`config.mk`:
```
export PLATFORM = sky130hd
export DESIGN_NAME = game_sequencer
export DESIGN_NICKNAME = d
export VERILOG_FILES = /design/src/rtl/pinball_pkg.sv /design/src/rtl/bcd_counter2.sv /design/src/rtl/game_sequencer.sv
export SDC_FILE = /design/constraint.sdc
export NUM_CORES = 1
export LEC_CHECK = 0
export ABC_AREA = 1
export ABC_CLOCK_PERIOD_IN_PS = 4500
export CAP_MARGIN = 20
export CORE_MARGIN = 3
export CORE_UTILIZATION = 60
export CTS_BUF_LIST = sky130_fd_sc_hd__clkbuf_8
export DETAILED_ROUTE_END_ITERATION = 12
export HOLD_SLACK_MARGIN = 0.12
export PLACE_DENSITY = 0.88
export RECOVER_POWER = 50
export SLEW_MARGIN = 5
export SYNTH_ARGS = -nofsm -noshare
export SYNTH_HDL_FRONTEND = slang
export SYNTH_SLANG_ARGS = --single-unit
```
`constraint.sdc`:
```
create_clock -name clk -period 4.5 [get_ports clk]
set_input_delay 1.35 -clock clk [delete_from_list [all_inputs] [get_ports clk]]
set_output_delay 1.35 -clock clk [all_outputs]
set_load 0.01 [all_outputs]
```
`src/rtl/pinball_pkg.sv`:
```
// Shared types and constants for the pinball game flow logic.
package pinball_pkg;

    // Game flow states; encoding is visible on the debug/LED state output.
    typedef enum logic [2:0] {
        IDLE   = 3'd0,
        PLAY   = 3'd1,
        PAUSED = 3'd2,
        LOST   = 3'd3,
        OVER   = 3'd4
    } game_state_t;

    // Highest displayable score; the counter holds here instead of wrapping.
    localparam logic [7:0] SCORE_MAX_BCD = 8'h99;

    // Two-digit BCD increment that saturates at SCORE_MAX_BCD.
    function automatic logic [7:0] bcd_inc_sat(input logic [7:0] value);
        logic [7:0] result;
        if (value == SCORE_MAX_BCD) begin
            result = value;
        end else if (value[3:0] == 4'd9) begin
            result = {value[7:4] + 4'd1, 4'd0};
        end else begin
            result = {value[7:4], value[3:0] + 4'd1};
        end
        return result;
    endfunction

endpackage

```
`src/rtl/bcd_counter2.sv`:
```
// Two-digit saturating BCD counter with synchronous clear and increment enable.
module bcd_counter2
    import pinball_pkg::*;
(
    input  logic       clk,
    input  logic       resetN,
    input  logic       clr_i,
    input  logic       inc_i,
    output logic [7:0] count_o
);

    logic [7:0] count_q;
    logic [7:0] count_d;

    // Clear has priority over increment; saturation lives in the helper.
    always_comb begin
        count_d = count_q;
        if (clr_i) begin
            count_d = 8'h00;
        end else if (inc_i) begin
            count_d = bcd_inc_sat(count_q);
        end
    end

    // Score register.
    always_ff @(posedge clk or negedge resetN) begin
        if (!resetN) begin
            count_q <= 8'h00;
        end else begin
            count_q <= count_d;
        end
    end

    assign count_o = count_q;

endmodule

```
`src/rtl/game_sequencer.sv`:
```
// Frame-level pinball game flow: ball lifecycle FSM, lives, BCD score and
// the pause/ball-reset/launch controls for the moving objects.
module game_sequencer
    import pinball_pkg::*;
#(
    parameter int LIVES_INIT        = 3,
    parameter int LOST_DELAY_FRAMES = 60
) (
    input  logic       clk,
    input  logic       resetN,
    input  logic       startOfFrame,
    input  logic       collisionSmileyFlipper,
    input  logic       collisionSmileyBottom,
    input  logic       key5IsPressed,
    input  logic       keyPIsPressed,
    output logic       pause,
    output logic       ballReset,
    output logic       launch,
    output logic       gameOver,
    output logic [1:0] lives,
    output logic [7:0] scoreBCD,
    output logic [2:0] state
);

    localparam logic [1:0] LIVES_RESET = 2'(LIVES_INIT);
    // The dwell ends on the pulse that arrives while the counter holds N-1.
    localparam logic [7:0] LOST_LAST   = 8'(LOST_DELAY_FRAMES - 1);

    // Key synchronisers and rise detectors.
    logic key5_q, key5_d_q, key5_rise_q;
    logic keyp_q, keyp_d_q, keyp_rise_q;

    // Per-frame collision memory.
    logic flip_hit_q, bottom_hit_q;

    // FSM state and registered outputs.
    game_state_t state_q;
    logic [1:0]  lives_q;
    logic [7:0]  frame_cnt_q;
    logic        pause_q, ball_reset_q, launch_q, game_over_q;

    logic       score_inc, score_clr;
    logic [7:0] score_bcd;

    // Register keys, then register their rising edges. The previous-value
    // registers reset to 1 so a key held through reset never fires.
    always_ff @(posedge clk or negedge resetN) begin
        if (!resetN) begin
            key5_q      <= 1'b1;
            key5_d_q    <= 1'b1;
            key5_rise_q <= 1'b0;
            keyp_q      <= 1'b1;
            keyp_d_q    <= 1'b1;
            keyp_rise_q <= 1'b0;
        end else begin
            key5_q      <= key5IsPressed;
            key5_d_q    <= key5_q;
            key5_rise_q <= key5_q & ~key5_d_q;
            keyp_q      <= keyPIsPressed;
            keyp_d_q    <= keyp_q;
            keyp_rise_q <= keyp_q & ~keyp_d_q;
        end
    end

    // Remember any collision within the frame; forget it at each frame start.
    always_ff @(posedge clk or negedge resetN) begin
        if (!resetN) begin
            flip_hit_q   <= 1'b0;
            bottom_hit_q <= 1'b0;
        end else if (startOfFrame) begin
            flip_hit_q   <= 1'b0;
            bottom_hit_q <= 1'b0;
        end else begin
            flip_hit_q   <= flip_hit_q | collisionSmileyFlipper;
            bottom_hit_q <= bottom_hit_q | collisionSmileyBottom;
        end
    end

    // Score commits only at a frame boundary while playing; a restart from
    // game over zeroes it.
    assign score_inc = (state_q == PLAY) && startOfFrame && flip_hit_q;
    assign score_clr = (state_q == OVER) && key5_rise_q;

    bcd_counter2 u_score (
        .clk     (clk),
        .resetN  (resetN),
        .clr_i   (score_clr),
        .inc_i   (score_inc),
        .count_o (score_bcd)
    );

    // Game flow FSM; outputs are updated together with the state transition.
    always_ff @(posedge clk or negedge resetN) begin
        if (!resetN) begin
            state_q      <= IDLE;
            lives_q      <= LIVES_RESET;
            frame_cnt_q  <= 8'd0;
            pause_q      <= 1'b1;
            ball_reset_q <= 1'b1;
            launch_q     <= 1'b0;
            game_over_q  <= 1'b0;
        end else begin
            launch_q <= 1'b0;
            case (state_q)
                IDLE: begin
                    if (key5_rise_q) begin
                        state_q      <= PLAY;
                        launch_q     <= 1'b1;
                        pause_q      <= 1'b0;
                        ball_reset_q <= 1'b0;
                    end
                end
                PLAY: begin
                    // A loss at the frame commit wins over a pause request.
                    if (startOfFrame && bottom_hit_q && (lives_q != 2'd0)) begin
                        lives_q      <= lives_q - 2'd1;
                        frame_cnt_q  <= 8'd0;
                        state_q      <= LOST;
                        pause_q      <= 1'b1;
                        ball_reset_q <= 1'b1;
                    end else if (keyp_rise_q) begin
                        state_q <= PAUSED;
                        pause_q <= 1'b1;
                    end
                end
                PAUSED: begin
                    if (keyp_rise_q) begin
                        state_q <= PLAY;
                        pause_q <= 1'b0;
                    end
                end
                LOST: begin
                    if (startOfFrame) begin
                        if (frame_cnt_q == LOST_LAST) begin
                            if (lives_q == 2'd0) begin
                                state_q     <= OVER;
                                game_over_q <= 1'b1;
                            end else begin
                                state_q <= IDLE;
                            end
                        end else begin
                            frame_cnt_q <= frame_cnt_q + 8'd1;
                        end
                    end
                end
                OVER: begin
                    if (key5_rise_q) begin
                        state_q     <= IDLE;
                        lives_q     <= LIVES_RESET;
                        game_over_q <= 1'b0;
                    end
                end
                default: begin
                    state_q      <= IDLE;
                    pause_q      <= 1'b1;
                    ball_reset_q <= 1'b1;
                    game_over_q  <= 1'b0;
                end
            endcase
        end
    end

    assign pause     = pause_q;
    assign ballReset = ball_reset_q;
    assign launch    = launch_q;
    assign gameOver  = game_over_q;
    assign lives     = lives_q;
    assign scoreBCD  = score_bcd;
    assign state     = state_q;

endmodule

```
==> impl_summary.log, run 1 <==
INFO  metric holdWs = 369 ps
INFO  metric nature_of_the_critical_path_startpoint = input port
INFO  metric crit_path_top_delay_cell = sky130_fd_sc_hd__clkbuf_1
INFO  metric async_set_or_reset_register_ratio_after_synthesis = 1.00
INFO  metric worst_hold_startpoint = keyp_q
INFO  metric dominantRegCellSynth = sky130_fd_sc_hd__dfrtp_1
INFO  metric synth_area = 1810 um2
INFO  metric die_x = 61.0 um
INFO  metric gr-total-overflow = 0
INFO  metric largest_net_degree_at_the_start_of_global_routing = 34
INFO  metric detailed_router_s_first_iteration_violation_count = 113
INFO  metric worst_ep_required_time = 4580 ps
INFO  metric path_cells = dlygate4sd3_1, clkbuf_1
INFO  metric cts_resized = 0
INFO  metric antenna_violations_before_repair = 0
INFO  metric postSynthRegisterBits = 33
INFO  metric drcViolationCount = 0
INFO  metric power-per-cell-area = 506 nW/um2
INFO  metric io_buffer_count = 23
INFO  metric finalWorstPathRequiredPeriod = 3030 ps
INFO  metric cts_made_buffers = 5
INFO  metric critical_path.reg2reg.startpoint = lives[0]
INFO  metric synth_cell_types = 28
INFO  metric worst_ir_drop_vdd = 0.288 mV
INFO  metric fp.coreArea = 2810 um2
INFO  metric violated_checks = capacitance limit, slew limit
INFO  metric clockRootBuffer = sky130_fd_sc_hd__clkbuf_8
INFO  metric clk_path_buf_depth = 2
INFO  metric postCtsSetupRepairBufs = 0
INFO  metric htreeDepth = 2
INFO  metric critical_path_class = in2async
INFO  metric drt_wl_total = 3.59 mm
INFO  metric syn-num-nets = 243
INFO  metric top_cell_type_s_share_of_synthesized_area = 0.345
INFO  metric cts.clk_slew.worst_paths = 60 ps
INFO  metric outcome = finished with violations
INFO  metric antenna_diode_count = 0
INFO  metric path_delay_family = buffers and inverters
INFO  metric grt_pass1_wl = 6.07 mm
INFO  metric transition_time_at_the_pin_with_the_least_slew_margin = 1710 ps
INFO  metric ys_warn_count = 0
INFO  metric ioPinCount = 24
INFO  metric max_clock_freq = 330 MHz
INFO  metric final_worst_path_period_share = 0.673
INFO  metric first_global_vias = 1378
INFO  metric timing.critical_path.arrival = 3110 ps
INFO  metric avg_wl_per_cell = 12.3 um
INFO  metric synth_top_area_cell = sky130_fd_sc_hd__dfrtp_1
INFO  metric final-max-slew-violation-count = 34
INFO  metric synth.area.top_cells = sky130_fd_sc_hd__dfrtp_1 35%, sky130_fd_sc_hd__nand2_1 15%, sky130_fd_sc_hd__dfstp_2 12%
INFO  metric power.static_leakage = 1.03 nW
INFO  metric multi_input_comb_area = 837 um2
INFO  metric min_path_type = reg2reg
INFO  metric clkSinkCount = 33
INFO  metric area_delta_synth_final = 18.0%
INFO  metric nets = 271
INFO  metric floorplan.rows = 19
INFO  metric layout-drive-gt1-share = 0.130
INFO  metric rsz0062_at_grt = no
INFO  metric setup-violations-final = 0
INFO  metric regArea = 836 um2
INFO  metric synth_area_per_cell = 7.81 um2
INFO  metric max_cap_viol_count = 1
INFO  metric critical_path.endpoint_type = async pin
INFO  metric viasPerCell = 5.30
INFO  metric cts_tree = built
INFO  metric insertion_delay = 290 ps
INFO  metric die_y = 61.0 um
INFO  metric postSynthCellCount = 232
INFO  metric synth_edf_count = 0
INFO  metric yosys-top-cells-count = 70 x sky130_fd_sc_hd__nand2_1, 27 x sky130_fd_sc_hd__nand3_1, 25 x sky130_fd_sc_hd__dfrtp_1
INFO  metric cts-hold-fix-buffers = 0
INFO  metric hold_violations = 0
INFO  metric final.fill_count = 216
INFO  metric yosysSeqAreaShare = 0.461
INFO  metric slew-limit-headroom = -0.137
INFO  metric vias = 1549
INFO  metric 1st_pass_router_iterations = 5
INFO  metric final_hpwl_from_detailed_placement = 2.67 mm
INFO  metric detail-route-antenna-nets = 0
INFO  metric place_congestion = 0.878
INFO  metric fin_setup_tns = 0 ps
INFO  metric die_area = 3710 um2
INFO  metric cp_num_buf_inv = 2
INFO  metric most_frequent_cell_after_synthesis = sky130_fd_sc_hd__nand2_1
INFO  metric final.setup_skew = 6.09 ps
INFO  metric critPathLaunch = resetN
INFO  metric track_usage = 0.223
INFO  metric worst_path_largest_cell_delay = 1230 ps
INFO  metric floorplan.initialDensity = 0.646
INFO  metric critical_path.max_fanout = 33
==> cell type report <==
type,count,share of cell area
clock inverter,3,0.00644
inverter,29,0.0509
tap,31,0.0181
clock buffer,5,0.0322
timing repair buffer,24,0.109
sequential,33,0.391
multi-input combinational,167,0.392
==> report_power, final <==
part	internal, mW	switching (mW)	total [mW]
clock network	0.105	0.105	0.210
logic	0.178	0.264	0.442
registers	0.363	0.0662	0.429
total	0.646	0.436	1.08
==> kinds of logic (layout without fill, tap and decap cells) <==
| logic type | count (synthesis) | count (layout) | synth area share |
|---|---|---|---|
| simple gates | 143 | 143 | 0.369 |
| flops | 33 | 33 | 0.461 |
| buf+inv | 32 | 61 | 0.0767 |
| compound gates | 16 | 16 | 0.0456 |
| fa+ha+maj | 4 | 4 | 0.0276 |
| xor+xnor | 4 | 4 | 0.0193 |
==> cells in the final DEF (no fill, tap or decap), types with 2 or more instances in the layout <==
master                             n
sky130_fd_sc_hd__inv_2             5
sky130_fd_sc_hd__nor2_1           22
sky130_fd_sc_hd__clkbuf_8          5
sky130_fd_sc_hd__nor3_1            2
sky130_fd_sc_hd__dfrtp_1          25
sky130_fd_sc_hd__nand2_1          70
sky130_fd_sc_hd__clkdlybuf4s50_1  19
sky130_fd_sc_hd__dfstp_2           7
sky130_fd_sc_hd__inv_1            25
sky130_fd_sc_hd__nand2_2           4
sky130_fd_sc_hd__nor2_2            4
sky130_fd_sc_hd__nand3_1          27
sky130_fd_sc_hd__o21ai_0           7
sky130_fd_sc_hd__a21oi_1           4
sky130_fd_sc_hd__ha_1              4
sky130_fd_sc_hd__dlygate4sd3_1     4
sky130_fd_sc_hd__xor2_1            3
sky130_fd_sc_hd__o21ai_1           4
sky130_fd_sc_hd__nand4_1           5
sky130_fd_sc_hd__clkinv_2          2
sky130_fd_sc_hd__nand3_2           2
==> metrics by stage <==
step / cell area, um2 / utilization / setup slack [ps] / power, mW / instances
2_1_floorplan: 1810 / - / 2420 / 0.723 / 232
3_3_place_gp: 2060 / 0.734 / 1750 / 0.861 / 284
3_5_place_dp: 2060 / 0.734 / 1690 / 0.877 / 284
4_1_cts: 2140 / 0.763 / 1660 / 1.09 / 292
5_1_grt: 2140 / 0.762 / 1110 / 1.17 / 292
6_report: 2140 / 0.762 / 1470 / 1.08 / 292
==> worst register-to-register path: stages, from the launching register on <==
cell and delay (ps):
sky130_fd_sc_hd__dfstp_2 550, sky130_fd_sc_hd__inv_1 50, sky130_fd_sc_hd__ha_1 240, sky130_fd_sc_hd__nor2_1 150
sky130_fd_sc_hd__inv_1 70, sky130_fd_sc_hd__nand2_1 80, sky130_fd_sc_hd__nand2_1 80, sky130_fd_sc_hd__inv_2 120
sky130_fd_sc_hd__nand2_4 100, sky130_fd_sc_hd__nand2_1 80, sky130_fd_sc_hd__nand2_1 50
==> final timing paths <==
check | to | slack, ps | cells after the start
hold reg to reg | keyp_d_q | 370 | 0
setup / recovery | frame_cnt_q[4] | 1470 | 2
max in group clk | state[1] | 1660 | 1
hold / removal | keyp_d_q | 370 | 0
min in group asynchronous | launch | 2040 | 2
setup reg to reg | frame_cnt_q[7] | 2830 | 10
==> flip-flops by register name (all words and copies together) (netlist names) <==
signal,count
pause,1
keyp_d_q,1
key5_q,1
ballReset,1
flip_hit_q,1
key5_rise_q,1
gameOver,1
u_score.count_o,8
keyp_rise_q,1
keyp_q,1
frame_cnt_q,8
state,3
key5_d_q,1
lives,2
launch,1
bottom_hit_q,1
==> routing by layer <==
metal	GRT usage	vias to the layer above	share of wire
met5	0	-	0
met4	0.0836	0	0.013
met3	0.0574	5	0.056
met2	0.362	40	0.49
met1	0.286	709	0.44
li1	-	795	-
No activity file was read; power rests on OpenSTA's default activity.
==> run 2, diff against run 1 <==
Settings changed: ABC_CLOCK_PERIOD_IN_PS 4500 to 2700, CORE_UTILIZATION 60 to 51, PLACE_DENSITY 0.88 to 0.8.
Clock period 4.5 ns to 2.7 ns, I/O delays scaled along.
==> impl_summary.log, run 2 (synthesized netlist as in run 1, its figures left out) <==
INFO  metric grt_pass1_wl = 5.92 mm
INFO  metric avg_wl_per_cell = 10.8 um
INFO  metric max_cap_viol_count = 0
INFO  metric final.setup_skew = 5.87 ps
INFO  metric pwr-share-comb = 0.379
INFO  metric preCtsSetupSlack = 425 ps
INFO  metric power.total = 1.90 mW
INFO  metric cts-hold-fix-buffers = 0
INFO  metric floorplan.initialDensity = 0.535
INFO  metric finalWorstPathRequiredPeriod = 2280 ps
INFO  metric detail-route-antenna-nets = 0
INFO  metric critical_path.max_fanout = 10
INFO  metric worst_path_largest_cell_delay = 610 ps
INFO  metric track_usage = 0.181
INFO  metric worst_hold_startpoint = keyp_q
INFO  metric most-common-layout-cells = 70 x sky130_fd_sc_hd__nand2_1, 27 x sky130_fd_sc_hd__nand3_1, 25 x sky130_fd_sc_hd__dfrtp_1, 24 x sky130_fd_sc_hd__inv_1, 22 x sky130_fd_sc_hd__nor2_1
INFO  metric drt_wl_total = 3.31 mm
INFO  metric min_path_type = reg2reg
INFO  metric critical_path.reg2reg.startpoint = lives[0]
INFO  metric final.fill_count = 321
INFO  metric antenna_violations_before_repair = 0
INFO  metric nets = 271
INFO  metric clk_path_buf_depth = 2
INFO  metric detailed_router_s_first_iteration_violation_count = 112
INFO  metric insertion_delay = 290 ps
INFO  metric critical_path.endpoint_type = primary output
INFO  metric power.switching = 0.726 mW
INFO  metric cellInternalPower = 1.18 mW
INFO  metric viasPerCell = 4.93
INFO  metric timing.critical_path.arrival = 1470 ps
INFO  metric die_x = 65.6 um
INFO  metric final_common_cell = sky130_fd_sc_hd__nand2_1
INFO  metric hold_violations = 0
INFO  metric power-per-cell-area = 869 nW/um2
INFO  metric crit_path_top_delay_cell = sky130_fd_sc_hd__clkdlybuf4s50_1
INFO  metric rsz0062_at_grt = no
INFO  metric layout-drive-gt1-share = 0.142
INFO  metric worst_ir_drop_vdd = 0.453 mV
INFO  metric fp.coreArea = 3390 um2
INFO  metric die_area = 4300 um2
INFO  metric path_cells = clkdlybuf4s50_1
INFO  metric clockRootBuffer = sky130_fd_sc_hd__clkbuf_8
INFO  metric critical_path_class = reg2out
INFO  metric path_delay_family = buffers and inverters
INFO  metric ioPinCount = 24
INFO  metric postCtsSetupRepairBufs = 0
INFO  metric cts_made_buffers = 5
INFO  metric holdWs = 367 ps
INFO  metric power.static_leakage = 1.04 nW
INFO  metric regArea = 836 um2
INFO  metric switching_part_of_the_total_power = 0.382
INFO  metric drcViolationCount = 0
INFO  metric htreeDepth = 2
INFO  metric final-max-slew-violation-count = 0
INFO  metric instances_no_fill = 307
INFO  metric critPathLaunch = state[1]
INFO  metric worst_ep_required_time = 1890 ps
INFO  metric transition_time_at_the_pin_with_the_least_slew_margin = 773 ps
INFO  metric final_hpwl_from_detailed_placement = 2.48 mm
INFO  metric vias = 1514
INFO  metric slew-limit-headroom = 0.485
INFO  metric cp_num_buf_inv = 1
INFO  metric die_y = 65.6 um
INFO  metric floorplan.rows = 21
INFO  metric place_congestion = 0.911
INFO  metric outcome = complete, no violations
INFO  metric clockPowerShare = 0.247
INFO  metric antenna_diode_count = 0
INFO  metric fin_setup_tns = 0 ps
INFO  metric 1st_pass_router_iterations = 4
INFO  metric multi_input_comb_area = 837 um2
INFO  metric cts_resized = 0
INFO  metric io_buffer_count = 23
INFO  metric first_global_vias = 1356
INFO  metric nature_of_the_critical_path_startpoint = register
INFO  metric final_worst_path_period_share = 0.845
INFO  metric clkSinkCount = 33
INFO  metric area_delta_synth_final = 20.9%
INFO  metric setup_ws = 419 ps
INFO  metric gr-total-overflow = 0
INFO  metric cts.clk_slew.worst_paths = 70 ps
INFO  metric cts_tree = built
INFO  metric largest_net_degree_at_the_start_of_global_routing = 34
INFO  metric max_clock_freq = 438 MHz
INFO  metric seqPwrFrac = 0.374
INFO  metric placedCellCount = 299
INFO  metric setup-violations-final = 0
-- run 2: final timing paths --
path                                   to  slack, ps  cells past startpoint
max                              state[1]        420                      1
min                              keyp_d_q        370                      0
max reg2reg                frame_cnt_q[7]       1030                     10
min reg2reg                      keyp_d_q        370                      0
max in group asynchronous  frame_cnt_q[7]       1080                      2
min in group asynchronous        gameOver       1120                      2
-- run 2: cell type report --
class,instances,share of cell area
clock buffers,5,0.0314
clock inverters,3,0.0211
inverters,29,0.0497
multi-input cells,167,0.382
flip-flops and latches,33,0.382
well taps,46,0.0263
repair buffers,24,0.107
-- run 2: layer usage --
metal  GRT usage  vias to the layer above  wire, um
met5           0                        -         0
met4      0.0881                        0        76
met3      0.0513                        5       136
met2       0.279                       30      1500
met1       0.232                      689      1600
li1            -                      790         -
-- run 2: through the flow --
stage | utilization | area (um2)
floorplan | - | 1810
finish | 0.646 | 2190
global route | 0.646 | 2190
detailed placement | 0.613 | 2080
CTS | 0.647 | 2190
global placement | 0.613 | 2080
-- run 2: power by group through the flow --
stage	combinational [mW]	sequential, mW	clock, mW
finish	0.721	0.713	0.469
global route	0.811	0.729	0.505
CTS	0.726	0.715	0.484
detailed placement	0.725	0.723	0
global placement	0.717	0.721	0
floorplan	0.491	0.714	0
==> run 3, diff against run 2 <==
Settings changed: ABC_CLOCK_PERIOD_IN_PS 2700 to 2050.
Clock period 2.7 ns to 2.05 ns, I/O delays scaled along.
==> impl_summary.log, run 3 (synthesized netlist as in run 1, its figures left out) <==
INFO  metric drcViolationCount = 0
INFO  metric first_global_vias = 1370
INFO  metric critical_path.max_fanout = 3
INFO  metric critical_path.endpoint_type = primary output
INFO  metric worst_ir_drop_vdd = 0.421 mV
INFO  metric timing.critical_path.arrival = 1350 ps
INFO  metric fin_setup_tns = 0 ps
INFO  metric place_area = 2110 um2
INFO  metric final_hpwl_from_detailed_placement = 2.57 mm
INFO  metric die_y = 65.6 um
INFO  metric track_usage = 0.185
INFO  metric hold_violations = 0
INFO  metric detailed_router_s_first_iteration_violation_count = 92
INFO  metric antenna_diode_count = 0
INFO  metric floorplan.rows = 21
INFO  metric clk_path_buf_depth = 2
INFO  metric cp_num_buf_inv = 1
INFO  metric crit_path_top_delay_cell = sky130_fd_sc_hd__dfstp_2
INFO  metric vias = 1545
INFO  metric met2_usage = 0.305
INFO  metric detail-route-antenna-nets = 0
INFO  metric nature_of_the_critical_path_startpoint = register
INFO  metric cts_resized = 0
INFO  metric layout-drive-gt1-share = 0.147
INFO  metric nets = 275
INFO  metric outcome = complete, no violations
INFO  metric drt_wl_total = 3.45 mm
INFO  metric clkSinkCount = 33
INFO  metric cts.clk_slew.worst_paths = 70 ps
INFO  metric final_worst_path_period_share = 0.959
INFO  metric rsz0062_at_grt = no
INFO  metric design_area = 2220 um2
INFO  metric htreeDepth = 2
INFO  metric core_utilization_of_the_finished_layout = 0.655
INFO  metric power.static_leakage = 1.06 nW
INFO  metric setup.reg_to_reg.worst_slack = 390 ps
INFO  metric preCtsSetupSlack = 84.4 ps
INFO  metric transition_time_at_the_pin_with_the_least_slew_margin = 806 ps
INFO  metric power-per-cell-area = 1160 nW/um2
INFO  metric min_path_type = reg2reg
INFO  metric max_cap_viol_count = 0
INFO  metric grt_most_used_layer = met2
INFO  metric final.setup_skew = 10.2 ps
INFO  metric most-common-layout-cells = 70 x sky130_fd_sc_hd__nand2_1, 27 x sky130_fd_sc_hd__nand3_1, 25 x sky130_fd_sc_hd__dfrtp_1, 24 x sky130_fd_sc_hd__inv_1, 22 x sky130_fd_sc_hd__nor2_1
INFO  metric finalWorstPathRequiredPeriod = 1970 ps
INFO  metric worst_ep_required_time = 1430 ps
INFO  metric cts_tree = built
INFO  metric critical_path_class = reg2out
INFO  metric floorplan.initialDensity = 0.535
INFO  metric holdWs = 370 ps
INFO  metric antenna_violations_before_repair = 0
INFO  metric met1_layer_usage_reported_by_global_route = 0.233
INFO  metric max_clock_freq = 509 MHz
INFO  metric 1st_pass_router_iterations = 4
INFO  metric largest_net_degree_at_the_start_of_global_routing = 34
INFO  metric setup_ws = 83.8 ps
INFO  metric final-max-slew-violation-count = 0
INFO  metric cts_made_buffers = 5
INFO  metric ioPinCount = 24
INFO  metric worst_path_largest_cell_delay = 540 ps
INFO  metric viasPerCell = 4.97
INFO  metric grt.met3_usage = 0.0410
INFO  metric die_area = 4300 um2
INFO  metric cts-hold-fix-buffers = 0
INFO  metric avg_wl_per_cell = 11.1 um
INFO  metric io_buffer_count = 23
INFO  metric path_delay_family = flip-flops
INFO  metric gr-total-overflow = 0
INFO  metric place_congestion = 0.906
INFO  metric grt_pass1_wl = 6.04 mm
INFO  metric insertion_delay = 290 ps
INFO  metric setup-violations-final = 0
INFO  metric path_cells = clkdlybuf4s50_1
INFO  metric die_x = 65.6 um
INFO  metric clockRootBuffer = sky130_fd_sc_hd__clkbuf_8
INFO  metric final_common_cell = sky130_fd_sc_hd__nand2_1
INFO  metric area_delta_synth_final = 22.6%
INFO  metric fp.coreArea = 3390 um2
INFO  metric postCtsSetupRepairBufs = 0
INFO  metric slew-limit-headroom = 0.463
==> run 3: path summary, 6_finish.rpt <==
kind | start | endpoint | cells after the start
setup reg to reg | lives[0] | frame_cnt_q[5] | 10
setup / recovery | lives[0] | lives[0] | 1
hold / removal | key5_q | key5_d_q | 0
hold reg to reg | key5_q | key5_d_q | 0
min in group asynchronous | resetN | frame_cnt_q[6] | 2
max in group asynchronous | resetN | frame_cnt_q[4] | 2
==> run 3: layout make-up <==
cell class | instances | area [um2]
Sequential cell | 33 | 836
Tap cell | 46 | 57.6
Clock inverter | 2 | 37.5
Fill cell | 284 | 1170
Multi-Input combinational cell | 167 | 837
Inverter | 29 | 109
Clock buffer | 6 | 82.6
Timing Repair Buffer | 28 | 262
==> run 3: where the power goes <==
part | switching [mW] | internal, mW
Sequential | 0.0932 | 0.797
Clock | 0.242 | 0.395
Combinational | 0.616 | 0.431
==> run 3: through the flow <==
step / std cells / total power [mW]
global route: 311 / 2.77
CTS: 311 / 2.60
global placement: 303 / 1.94
floorplan: 232 / 1.59
detailed placement: 303 / 1.95
finish: 311 / 2.57
==> run 3: worst register-to-register path, delay by kind of cell, from the launching register on <==
family / cells / cell delay, ps
adders and majority gates: 1 / 240
buffers and inverters: 3 / 240
DFF: 1 / 540
and+or+nand+nor: 6 / 530
==> run 3: per-layer routing <==
metal	vias up	share of wire
met4	0	0.011
met2	35	0.49
met5	-	0
li1	803	-
met1	701	0.47
met3	6	0.023
